### config.mk
export PLATFORM = sky130hd
export DESIGN_NAME = ram_port_arbiter_flat
export DESIGN_NICKNAME = d
export VERILOG_FILES = /design/src/rtl/ram_port_arbiter_if.sv /design/src/rtl/ram_port_arbiter.sv /design/src/flat_wrapper.sv
export SDC_FILE = /design/constraint.sdc
export NUM_CORES = 1
export LEC_CHECK = 0
export ABC_AREA = 1
export BUFFER_PORTS_ARGS = -buffer_cell sky130_fd_sc_hd__buf_4
export CAP_MARGIN = 20
export CORE_AREA = 8 8 125 127
export DETAILED_ROUTE_END_ITERATION = 12
export DIE_AREA = 0 0 133 135
export PLACE_DENSITY = 0.71
export SKIP_LAST_GASP = 1
export SLEW_MARGIN = 40
export SYNTH_ARGS = -nofsm -noshare
export SYNTH_HDL_FRONTEND = slang
export SYNTH_SLANG_ARGS = --single-unit
### constraint.sdc
create_clock -name clk_i -period 2.4 [get_ports clk_i]
set_input_delay 0.24 -clock clk_i [delete_from_list [all_inputs] [get_ports clk_i]]
set_output_delay 0.24 -clock clk_i [all_outputs]
set_load 0.01 [all_outputs]
### src/rtl/ram_port_arbiter_if.sv
// Requester-side and RAM-side signal bundle for ram_port_arbiter.
// The arbiter connects through the slave modport; whatever drives requests
// and models the RAM connects through the master modport.
interface ram_port_arbiter_if #(
  parameter int N_REQ       = 4,
  parameter int ADDR_WIDTH  = 16,
  parameter int BYTE_WIDTH  = 8,
  parameter int BATCH_WIDTH = 4
);
  localparam int DW = BYTE_WIDTH * BATCH_WIDTH;

  // Requester side
  logic [N_REQ-1:0]             req_valid_i;
  logic [N_REQ-1:0]             req_ready_o;
  logic [N_REQ*ADDR_WIDTH-1:0]  req_addr_i;
  logic [N_REQ*DW-1:0]          req_wdata_i;
  logic [N_REQ*BATCH_WIDTH-1:0] req_byte_en_i;
  logic [N_REQ-1:0]             rsp_valid_o;
  logic [DW-1:0]                rsp_data_o;

  // RAM side
  logic [ADDR_WIDTH-1:0]        addr_o;
  logic [DW-1:0]                write_o;
  logic [BATCH_WIDTH-1:0]       byte_en_o;
  logic                         write_en_o;
  logic [DW-1:0]                data_i;

  modport slave (
    input  req_valid_i, req_addr_i, req_wdata_i, req_byte_en_i, data_i,
    output req_ready_o, rsp_valid_o, rsp_data_o,
           addr_o, write_o, byte_en_o, write_en_o
  );

  modport master (
    output req_valid_i, req_addr_i, req_wdata_i, req_byte_en_i, data_i,
    input  req_ready_o, rsp_valid_o, rsp_data_o,
           addr_o, write_o, byte_en_o, write_en_o
  );
endinterface

### src/rtl/ram_port_arbiter.sv
// Round-robin arbiter sharing one byte-enabled RAM port between N_REQ
// requesters. The owner may keep the port for up to MAX_BURST consecutive
// beats while others wait; read data is routed back by a RD_LAT-deep
// {valid, id} shift register. The request-to-RAM path is combinational.
module ram_port_arbiter #(
  parameter int N_REQ       = 4,
  parameter int ADDR_WIDTH  = 16,
  parameter int BYTE_WIDTH  = 8,
  parameter int BATCH_WIDTH = 4,
  parameter int MAX_BURST   = 4,
  parameter int RD_LAT      = 1
) (
  input logic               clk_i,
  input logic               rst_n_i,
  ram_port_arbiter_if.slave bus
);
  localparam int DW    = BYTE_WIDTH * BATCH_WIDTH;
  localparam int PTR_W = $clog2(N_REQ);
  localparam int CNT_W = $clog2(MAX_BURST + 1);
  localparam logic [CNT_W-1:0] BURST_MAX = CNT_W'(MAX_BURST);
  localparam logic [PTR_W:0]   N_EXT     = (PTR_W + 1)'(N_REQ);
  localparam logic [PTR_W-1:0] LAST_IDX  = PTR_W'(N_REQ - 1);

  typedef struct packed {
    logic             vld;
    logic [PTR_W-1:0] id;
  } rd_stage_t;

  logic [PTR_W-1:0]       rr_ptr_q, rr_ptr_d;
  logic [PTR_W-1:0]       owner_q, owner_d;
  logic                   owner_vld_q, owner_vld_d;
  logic [CNT_W-1:0]       beat_cnt_q, beat_cnt_d;
  logic [ADDR_WIDTH-1:0]  addr_q, addr_d;
  rd_stage_t              rd_pipe_q [RD_LAT];
  rd_stage_t              stage0_d;

  logic [N_REQ-1:0]       owner_mask_s;
  logic                   others_vld_s;
  logic                   hold_s;
  logic                   scan_vld_s;
  logic [PTR_W-1:0]       scan_idx_s;
  logic [PTR_W:0]         idx_ext_s;
  logic [PTR_W-1:0]       grant_s;
  logic                   grant_vld_s;
  logic                   xfer_s;
  logic [ADDR_WIDTH-1:0]  sel_addr_s;
  logic [DW-1:0]          sel_wdata_s;
  logic [BATCH_WIDTH-1:0] sel_be_s;

  // Grant selection: burst hold for the current owner, else round-robin scan from rr_ptr.
  always_comb begin
    owner_mask_s          = '0;
    owner_mask_s[owner_q] = 1'b1;
    others_vld_s = |(bus.req_valid_i & ~owner_mask_s);
    hold_s = owner_vld_q && bus.req_valid_i[owner_q] &&
             ((beat_cnt_q < BURST_MAX) || !others_vld_s);
    scan_vld_s = 1'b0;
    scan_idx_s = '0;
    idx_ext_s  = '0;
    // Scan from the far end so the candidate closest to rr_ptr wins last.
    for (int i = N_REQ - 1; i >= 0; i--) begin
      idx_ext_s = {1'b0, rr_ptr_q} + (PTR_W + 1)'(i);
      if (idx_ext_s >= N_EXT) begin
        idx_ext_s = idx_ext_s - N_EXT;
      end else begin
        idx_ext_s = idx_ext_s;
      end
      if (bus.req_valid_i[idx_ext_s[PTR_W-1:0]]) begin
        scan_vld_s = 1'b1;
        scan_idx_s = idx_ext_s[PTR_W-1:0];
      end else begin
        scan_vld_s = scan_vld_s;
      end
    end
    if (hold_s) begin
      grant_s = owner_q;
    end else begin
      grant_s = scan_idx_s;
    end
    grant_vld_s = hold_s || scan_vld_s;
    // Grants only go to valid requesters, so a grant is a transfer.
    xfer_s      = grant_vld_s && rst_n_i;
    sel_addr_s  = bus.req_addr_i[grant_s*ADDR_WIDTH +: ADDR_WIDTH];
    sel_wdata_s = bus.req_wdata_i[grant_s*DW +: DW];
    sel_be_s    = bus.req_byte_en_i[grant_s*BATCH_WIDTH +: BATCH_WIDTH];
  end

  // Next-state for owner, burst counter, rr pointer, held address and read-tag entry.
  always_comb begin
    rr_ptr_d    = rr_ptr_q;
    owner_d     = owner_q;
    owner_vld_d = 1'b0;
    beat_cnt_d  = '0;
    addr_d      = addr_q;
    stage0_d    = '0;
    if (xfer_s) begin
      if (owner_vld_q && (grant_s == owner_q)) begin
        owner_vld_d = 1'b1;
        if (beat_cnt_q < BURST_MAX) begin
          beat_cnt_d = beat_cnt_q + CNT_W'(1);
        end else begin
          beat_cnt_d = beat_cnt_q;
        end
      end else begin
        owner_d     = grant_s;
        owner_vld_d = 1'b1;
        beat_cnt_d  = CNT_W'(1);
      end
      if (grant_s == LAST_IDX) begin
        rr_ptr_d = '0;
      end else begin
        rr_ptr_d = grant_s + PTR_W'(1);
      end
      addr_d       = sel_addr_s;
      stage0_d.vld = (sel_be_s == '0);
      stage0_d.id  = grant_s;
    end else begin
      owner_vld_d = 1'b0;
      beat_cnt_d  = '0;
    end
  end

  // State registers and read-return shift register; reset discards in-flight reads.
  always_ff @(posedge clk_i) begin
    if (!rst_n_i) begin
      rr_ptr_q    <= '0;
      owner_q     <= '0;
      owner_vld_q <= 1'b0;
      beat_cnt_q  <= '0;
      addr_q      <= '0;
      for (int k = 0; k < RD_LAT; k++) begin
        rd_pipe_q[k] <= '0;
      end
    end else begin
      rr_ptr_q     <= rr_ptr_d;
      owner_q      <= owner_d;
      owner_vld_q  <= owner_vld_d;
      beat_cnt_q   <= beat_cnt_d;
      addr_q       <= addr_d;
      rd_pipe_q[0] <= stage0_d;
      for (int k = 1; k < RD_LAT; k++) begin
        rd_pipe_q[k] <= rd_pipe_q[k-1];
      end
    end
  end

  // RAM port mux, requester accept and read-response routing; all zero under reset.
  always_comb begin
    bus.req_ready_o = '0;
    bus.rsp_valid_o = '0;
    bus.rsp_data_o  = '0;
    bus.addr_o      = '0;
    bus.write_o     = '0;
    bus.byte_en_o   = '0;
    if (rst_n_i) begin
      bus.rsp_data_o = bus.data_i;
      if (xfer_s) begin
        bus.req_ready_o[grant_s] = 1'b1;
        bus.addr_o               = sel_addr_s;
        bus.write_o              = sel_wdata_s;
        bus.byte_en_o            = sel_be_s;
      end else begin
        bus.addr_o = addr_q;
      end
      if (rd_pipe_q[RD_LAT-1].vld) begin
        bus.rsp_valid_o[rd_pipe_q[RD_LAT-1].id] = 1'b1;
      end else begin
        bus.rsp_valid_o = '0;
      end
    end else begin
      bus.rsp_data_o = '0;
      bus.addr_o     = '0;
    end
  end

  assign bus.write_en_o = |bus.byte_en_o;

endmodule
### src/flat_wrapper.sv
// flat-port wrapper written by rule: the top's interface ports become plain ports
module ram_port_arbiter_flat 
#(
  parameter int N_REQ       = 4,
  parameter int ADDR_WIDTH  = 16,
  parameter int BYTE_WIDTH  = 8,
  parameter int BATCH_WIDTH = 4,
  parameter int MAX_BURST   = 4,
  parameter int RD_LAT      = 1
)
  (clk_i, rst_n_i, bus_req_valid_i, bus_req_addr_i, bus_req_wdata_i, bus_req_byte_en_i, bus_data_i, bus_req_ready_o, bus_rsp_valid_o, bus_rsp_data_o, bus_addr_o, bus_write_o, bus_byte_en_o, bus_write_en_o);
  ram_port_arbiter_if #(.N_REQ(N_REQ), .ADDR_WIDTH(ADDR_WIDTH), .BYTE_WIDTH(BYTE_WIDTH), .BATCH_WIDTH(BATCH_WIDTH)) bus_i ();
  input logic clk_i;
  input logic rst_n_i;
  input wire logic [$bits(bus_i.req_valid_i)-1:0] bus_req_valid_i;
  input wire logic [$bits(bus_i.req_addr_i)-1:0] bus_req_addr_i;
  input wire logic [$bits(bus_i.req_wdata_i)-1:0] bus_req_wdata_i;
  input wire logic [$bits(bus_i.req_byte_en_i)-1:0] bus_req_byte_en_i;
  input wire logic [$bits(bus_i.data_i)-1:0] bus_data_i;
  output wire logic [$bits(bus_i.req_ready_o)-1:0] bus_req_ready_o;
  output wire logic [$bits(bus_i.rsp_valid_o)-1:0] bus_rsp_valid_o;
  output wire logic [$bits(bus_i.rsp_data_o)-1:0] bus_rsp_data_o;
  output wire logic [$bits(bus_i.addr_o)-1:0] bus_addr_o;
  output wire logic [$bits(bus_i.write_o)-1:0] bus_write_o;
  output wire logic [$bits(bus_i.byte_en_o)-1:0] bus_byte_en_o;
  output wire logic [$bits(bus_i.write_en_o)-1:0] bus_write_en_o;
  assign bus_i.req_valid_i = bus_req_valid_i;
  assign bus_i.req_addr_i = bus_req_addr_i;
  assign bus_i.req_wdata_i = bus_req_wdata_i;
  assign bus_i.req_byte_en_i = bus_req_byte_en_i;
  assign bus_i.data_i = bus_data_i;
  assign bus_req_ready_o = bus_i.req_ready_o;
  assign bus_rsp_valid_o = bus_i.rsp_valid_o;
  assign bus_rsp_data_o = bus_i.rsp_data_o;
  assign bus_addr_o = bus_i.addr_o;
  assign bus_write_o = bus_i.write_o;
  assign bus_byte_en_o = bus_i.byte_en_o;
  assign bus_write_en_o = bus_i.write_en_o;
  ram_port_arbiter #(.N_REQ(N_REQ), .ADDR_WIDTH(ADDR_WIDTH), .BYTE_WIDTH(BYTE_WIDTH), .BATCH_WIDTH(BATCH_WIDTH), .MAX_BURST(MAX_BURST), .RD_LAT(RD_LAT)) u_core (.clk_i(clk_i), .rst_n_i(rst_n_i), .bus(bus_i));
endmodule
==> metrics.txt <==
# TYPE chip_impl_metric gauge
chip_impl_info{name="cts_tree",value="built"} 1
chip_impl_metric{name="max_freq",unit="MHz"} 379.5
chip_impl_metric{name="grt_pass1_vias",unit=""} 5525
chip_impl_metric{name="max-slew-margin-rel",unit="%"} 75.73
chip_impl_metric{name="report.power.total",unit="mW"} 11.21
chip_impl_metric{name="wl_per_cell",unit="µm"} 16.63
chip_impl_info{name="timing.hold.worst.class",value="in2reg"} 1
chip_impl_metric{name="drv_cap",unit=""} 0
chip_impl_metric{name="synth.cell_area",unit="µm²"} 3547
chip_impl_metric{name="remaining_drc_errors",unit=""} 0
chip_impl_metric{name="worst_setup_hold_path_clk_slew",unit="ps"} 70
chip_impl_info{name="critPathTopFamily",value="simple AND/OR/NAND/NOR gates"} 1
chip_impl_metric{name="first_pass_grt_wire_length",unit="µm"} 29590
chip_impl_metric{name="setup_violations",unit=""} 57
chip_impl_metric{name="finalWirelength",unit="µm"} 20030
chip_impl_metric{name="critical_path.max_stage_delay",unit="ps"} 360
chip_impl_metric{name="antenna_left",unit=""} 0
chip_impl_metric{name="floorplan.initialDensity",unit="%"} 26.06
chip_impl_metric{name="multi_input_area",unit="µm²"} 2556
chip_impl_metric{name="path_max_fanout",unit=""} 14
chip_impl_metric{name="finalInstanceArea",unit="µm²"} 7388
chip_impl_metric{name="final_hold_viol_count",unit=""} 0
chip_impl_info{name="worstSetupPathType",value="reg2out"} 1
chip_impl_metric{name="synth.lib_cells_used.distinct",unit=""} 34
chip_impl_info{name="timing.critical_path.from",value="u_core.rr_ptr_q[0]$_SDFFE_PN0N_"} 1
chip_impl_metric{name="worst_clock_skew",unit="ps"} 11.89
chip_impl_metric{name="seq_area_frac_synth",unit="%"} 15.24
chip_impl_info{name="gr-max-usage-layer",value="met2"} 1
chip_impl_metric{name="cts.path.max_buffers",unit=""} 2
chip_impl_metric{name="place_congestion",unit=""} 0.8494
chip_impl_info{name="cp_cell_sequence",value="buf_8, nand2_4, nand3_4, nand2_2, nand3_4, nand2_2, nand2_2, nand3_4, nand2_8, buf_12, buf_16, o211ai_1, nand3_1, nand2_1, inv_2, buf_4"} 1
chip_impl_metric{name="cp.buffers_inverters",unit=""} 5
chip_impl_metric{name="synth-seq-cells",unit=""} 27
chip_impl_metric{name="antennaDiodeCount",unit=""} 0
chip_impl_metric{name="p_leak",unit="nW"} 4.161
chip_impl_metric{name="seqCellArea",unit="µm²"} 555.5
chip_impl_metric{name="area_growth",unit="%"} 108.3
chip_impl_metric{name="synthCells",unit=""} 664
chip_impl_metric{name="post-place-ws",unit="ps"} 6.538
chip_impl_metric{name="top_level_i_o_count",unit=""} 339
chip_impl_metric{name="floorplan.die.height",unit="µm"} 135
chip_impl_metric{name="max_slew.worst_pin.slew",unit="ps"} 364.0
chip_impl_metric{name="ctsHoldBuffers",unit=""} 0
chip_impl_metric{name="met1_usage",unit="%"} 21.43
chip_impl_metric{name="clk_latency_worst_skew_pair",unit="ps"} 270
chip_impl_metric{name="routing_usage_on_met3",unit="%"} 7.021
chip_impl_info{name="final_cell_mix",value="sky130_fd_sc_hd__buf_4 (358), sky130_fd_sc_hd__nand2_1 (138), sky130_fd_sc_hd__inv_1 (107)"} 1
chip_impl_metric{name="period_minus_slack",unit="ps"} 2635
chip_impl_info{name="timing.critical_path.from_type",value="flop"} 1
chip_impl_metric{name="data_required_time_at_the_worst_endpoint",unit="ps"} 2160
chip_impl_info{name="run_status",value="complete, but fails checks"} 1
chip_impl_info{name="slowest_stage_cell_crit_path",value="sky130_fd_sc_hd__dfxtp_4"} 1
chip_impl_metric{name="yosys_warnings",unit=""} 0
chip_impl_metric{name="detailroute.via_count",unit=""} 5612
chip_impl_metric{name="number_of_optimization_iterations_in_the_first_detailed_route_pass",unit=""} 4
chip_impl_metric{name="grt_use_total",unit="%"} 20.19
chip_impl_metric{name="post_dp_cell_area",unit="µm²"} 6445
chip_impl_metric{name="grt_start_max_net_pins",unit=""} 34
chip_impl_info{name="root_buffer",value="sky130_fd_sc_hd__clkbuf_16"} 1
chip_impl_metric{name="groute.layer.met2.usage",unit="%"} 38.03
chip_impl_metric{name="drt_first_iter_violations",unit=""} 254
chip_impl_metric{name="nets",unit=""} 1276
chip_impl_info{name="timing.critical_path.to_type",value="output port"} 1
chip_impl_metric{name="h-tree-depth",unit=""} 1
chip_impl_metric{name="min_period_over_period",unit="%"} 109.8
chip_impl_metric{name="design.core.area",unit="µm²"} 13610
chip_impl_metric{name="finalWorstSetupSlack",unit="ps"} -235.3
chip_impl_info{name="failed_checks",value="negative setup slack"} 1
chip_impl_metric{name="synth_area_per_cell",unit="µm²"} 5.342
chip_impl_metric{name="synthesis.nets",unit=""} 915
chip_impl_metric{name="fp-row-count",unit=""} 43
chip_impl_metric{name="share_of_layout_cells_above_drive_strength_1",unit="%"} 46.88
chip_impl_metric{name="fp.dieArea",unit="µm²"} 17960
chip_impl_metric{name="overflow_left_after_global_routing",unit=""} 0
chip_impl_metric{name="filler_cell_count",unit=""} 1312
chip_impl_metric{name="viasPerCell",unit=""} 4.661
chip_impl_metric{name="ir_drop",unit="mV"} 0.8614
chip_impl_metric{name="die_x",unit="µm"} 133
chip_impl_info{name="unrepaired_setup_endpoints_after_global_routing",value="true"} 1
chip_impl_info{name="regToRegStartpoint",value="u_core.rr_ptr_q[0]$_SDFFE_PN0N_"} 1
chip_impl_metric{name="powerDensity",unit="nW/µm²"} 1517
chip_impl_info{name="most_common_cell_after_layout_fill_and_taps_aside",value="sky130_fd_sc_hd__buf_4"} 1
chip_impl_metric{name="maxSlewViolCount",unit=""} 0
chip_impl_metric{name="critPathArrivalTime",unit="ps"} 2400
chip_impl_metric{name="numPortBuffers",unit=""} 338
chip_impl_info{name="hold_start",value="rst_n_i"} 1
chip_impl_metric{name="dpl.hpwl",unit="µm"} 15030
chip_impl_metric{name="clkSinkCount",unit=""} 27
chip_impl_metric{name="antenna_found_initial",unit=""} 0
chip_impl_metric{name="clock_buffers_created_by_tritoncts",unit=""} 3
[path summary, 6_finish.rpt]
| check | slack (ps) | endpoint | depth (start not counted) |
|---|---|---|---|
| worst max-delay path | -240 | bus_addr_o[0] | 16 |
| worst min-delay path | 290 | u_core.owner_q[0]$_SDFFE_PN0P_ | 3 |
| worst max register to register | 170 | u_core.rr_ptr_q[1]$_SDFFE_PN0N_ | 13 |
| worst min register to register | 520 | u_core.addr_q[15]$_DFF_P_ | 2 |
[stage by stage]
stage,cells,util (%),TNS (ps),hold slack [ps]
floorplan,664,-,0,483.0
global route,1204,54.28,-14600,332.1
CTS,1193,51.93,-6374,277.1
detailed placement,1172,47.35,0,473.7
global placement,1172,47.35,0,467.2
finish,1204,54.28,-8252,289.4
[sequential cells by signal, indices dropped and copies added (netlist names)]
register	count
u_core.beat_cnt_q	3
u_core.rd_pipe_q	3
u_core.owner_q	2
u_core.owner_vld_q	1
u_core.rr_ptr_q	2
u_core.addr_q	16
[metal layers]
metal  part of all wire (%)  vias up
met1                     38     2507
met4                    1.4        0
met2                     52      242
met3                    8.8       20
li1                       -     2843
met5                      0        -
[power breakdown]
group | switching, mW | internal, mW
logic | 5.08 | 4.94
clock network | 0.182 | 0.228
registers | 0.115 | 0.657
[layout make-up]
cell class / instances / area share, %
clock inverter: 1 / 0.1016
timing repair buffer: 399 / 47.23
multi-input combinational: 471 / 34.60
tap: 180 / 3.048
sequential: 27 / 7.519
clock buffer: 3 / 1.016
inverter: 123 / 6.486
[worst register-to-register path, cell delays in order (launching register included)]
cell	delay (ps)
sky130_fd_sc_hd__dfxtp_4	360
sky130_fd_sc_hd__buf_8	140
sky130_fd_sc_hd__o21ai_4	180
sky130_fd_sc_hd__nand2_4	100
sky130_fd_sc_hd__nand3_4	110
sky130_fd_sc_hd__nand2_2	70
sky130_fd_sc_hd__nand2_2	90
sky130_fd_sc_hd__nand3_4	100
sky130_fd_sc_hd__nand2_8	160
sky130_fd_sc_hd__inv_8	60
sky130_fd_sc_hd__buf_12	160
sky130_fd_sc_hd__ha_1	290
sky130_fd_sc_hd__o21ai_0	220
sky130_fd_sc_hd__a21oi_1	60
[logic make-up (layout without fill, tap and decap cells)]
kind of cell	count (synthesis)	count (layout)	synth area share (%)
multiplexers	3	3	0.8466
AND/OR/NAND/NOR	303	303	36.30
AO/OA/AOI/OAI	159	159	25.33
flip-flops	27	27	15.24
adder cells (fa/ha/maj)	5	5	1.764
buffers and inverters	166	526	20.28
XOR/XNOR	1	1	0.2470
[Yosys cell counts, drive strengths merged]
| cell type | instances | area (µm²) |
|---|---|---|
| nor4 | 1 | 21.27 |
| a21oi | 38 | 193.9 |
| a31oi | 1 | 6.260 |
| inv | 123 | 461.7 |
| nor3 | 4 | 20.02 |
| xor2 | 1 | 8.760 |
| o21ai | 75 | 379.1 |
| a211o | 1 | 8.760 |
| nand3 | 55 | 287.8 |
| or2 | 1 | 6.260 |
| nor2 | 81 | 316.5 |
| mux2i | 3 | 30.03 |
| o22ai | 16 | 100.1 |
| o211ai | 27 | 202.7 |
| dfxtp | 27 | 540.5 |
| ha | 5 | 62.56 |
| buf | 35 | 226.5 |
| nand3b | 1 | 7.510 |
| clkbuf | 8 | 31.28 |
| o21a | 1 | 7.510 |
| nand2 | 160 | 628.1 |
[timing repair]
item | 4_1_cts | 5_1_grt
endpoints found under the setup margin | 57 | 57
resized for setup | 58 | 50
pin swaps | 32 | 44
setup buffers | 7 | 8
cloned | 10 | 3
(Power assumes the default switching activity.)
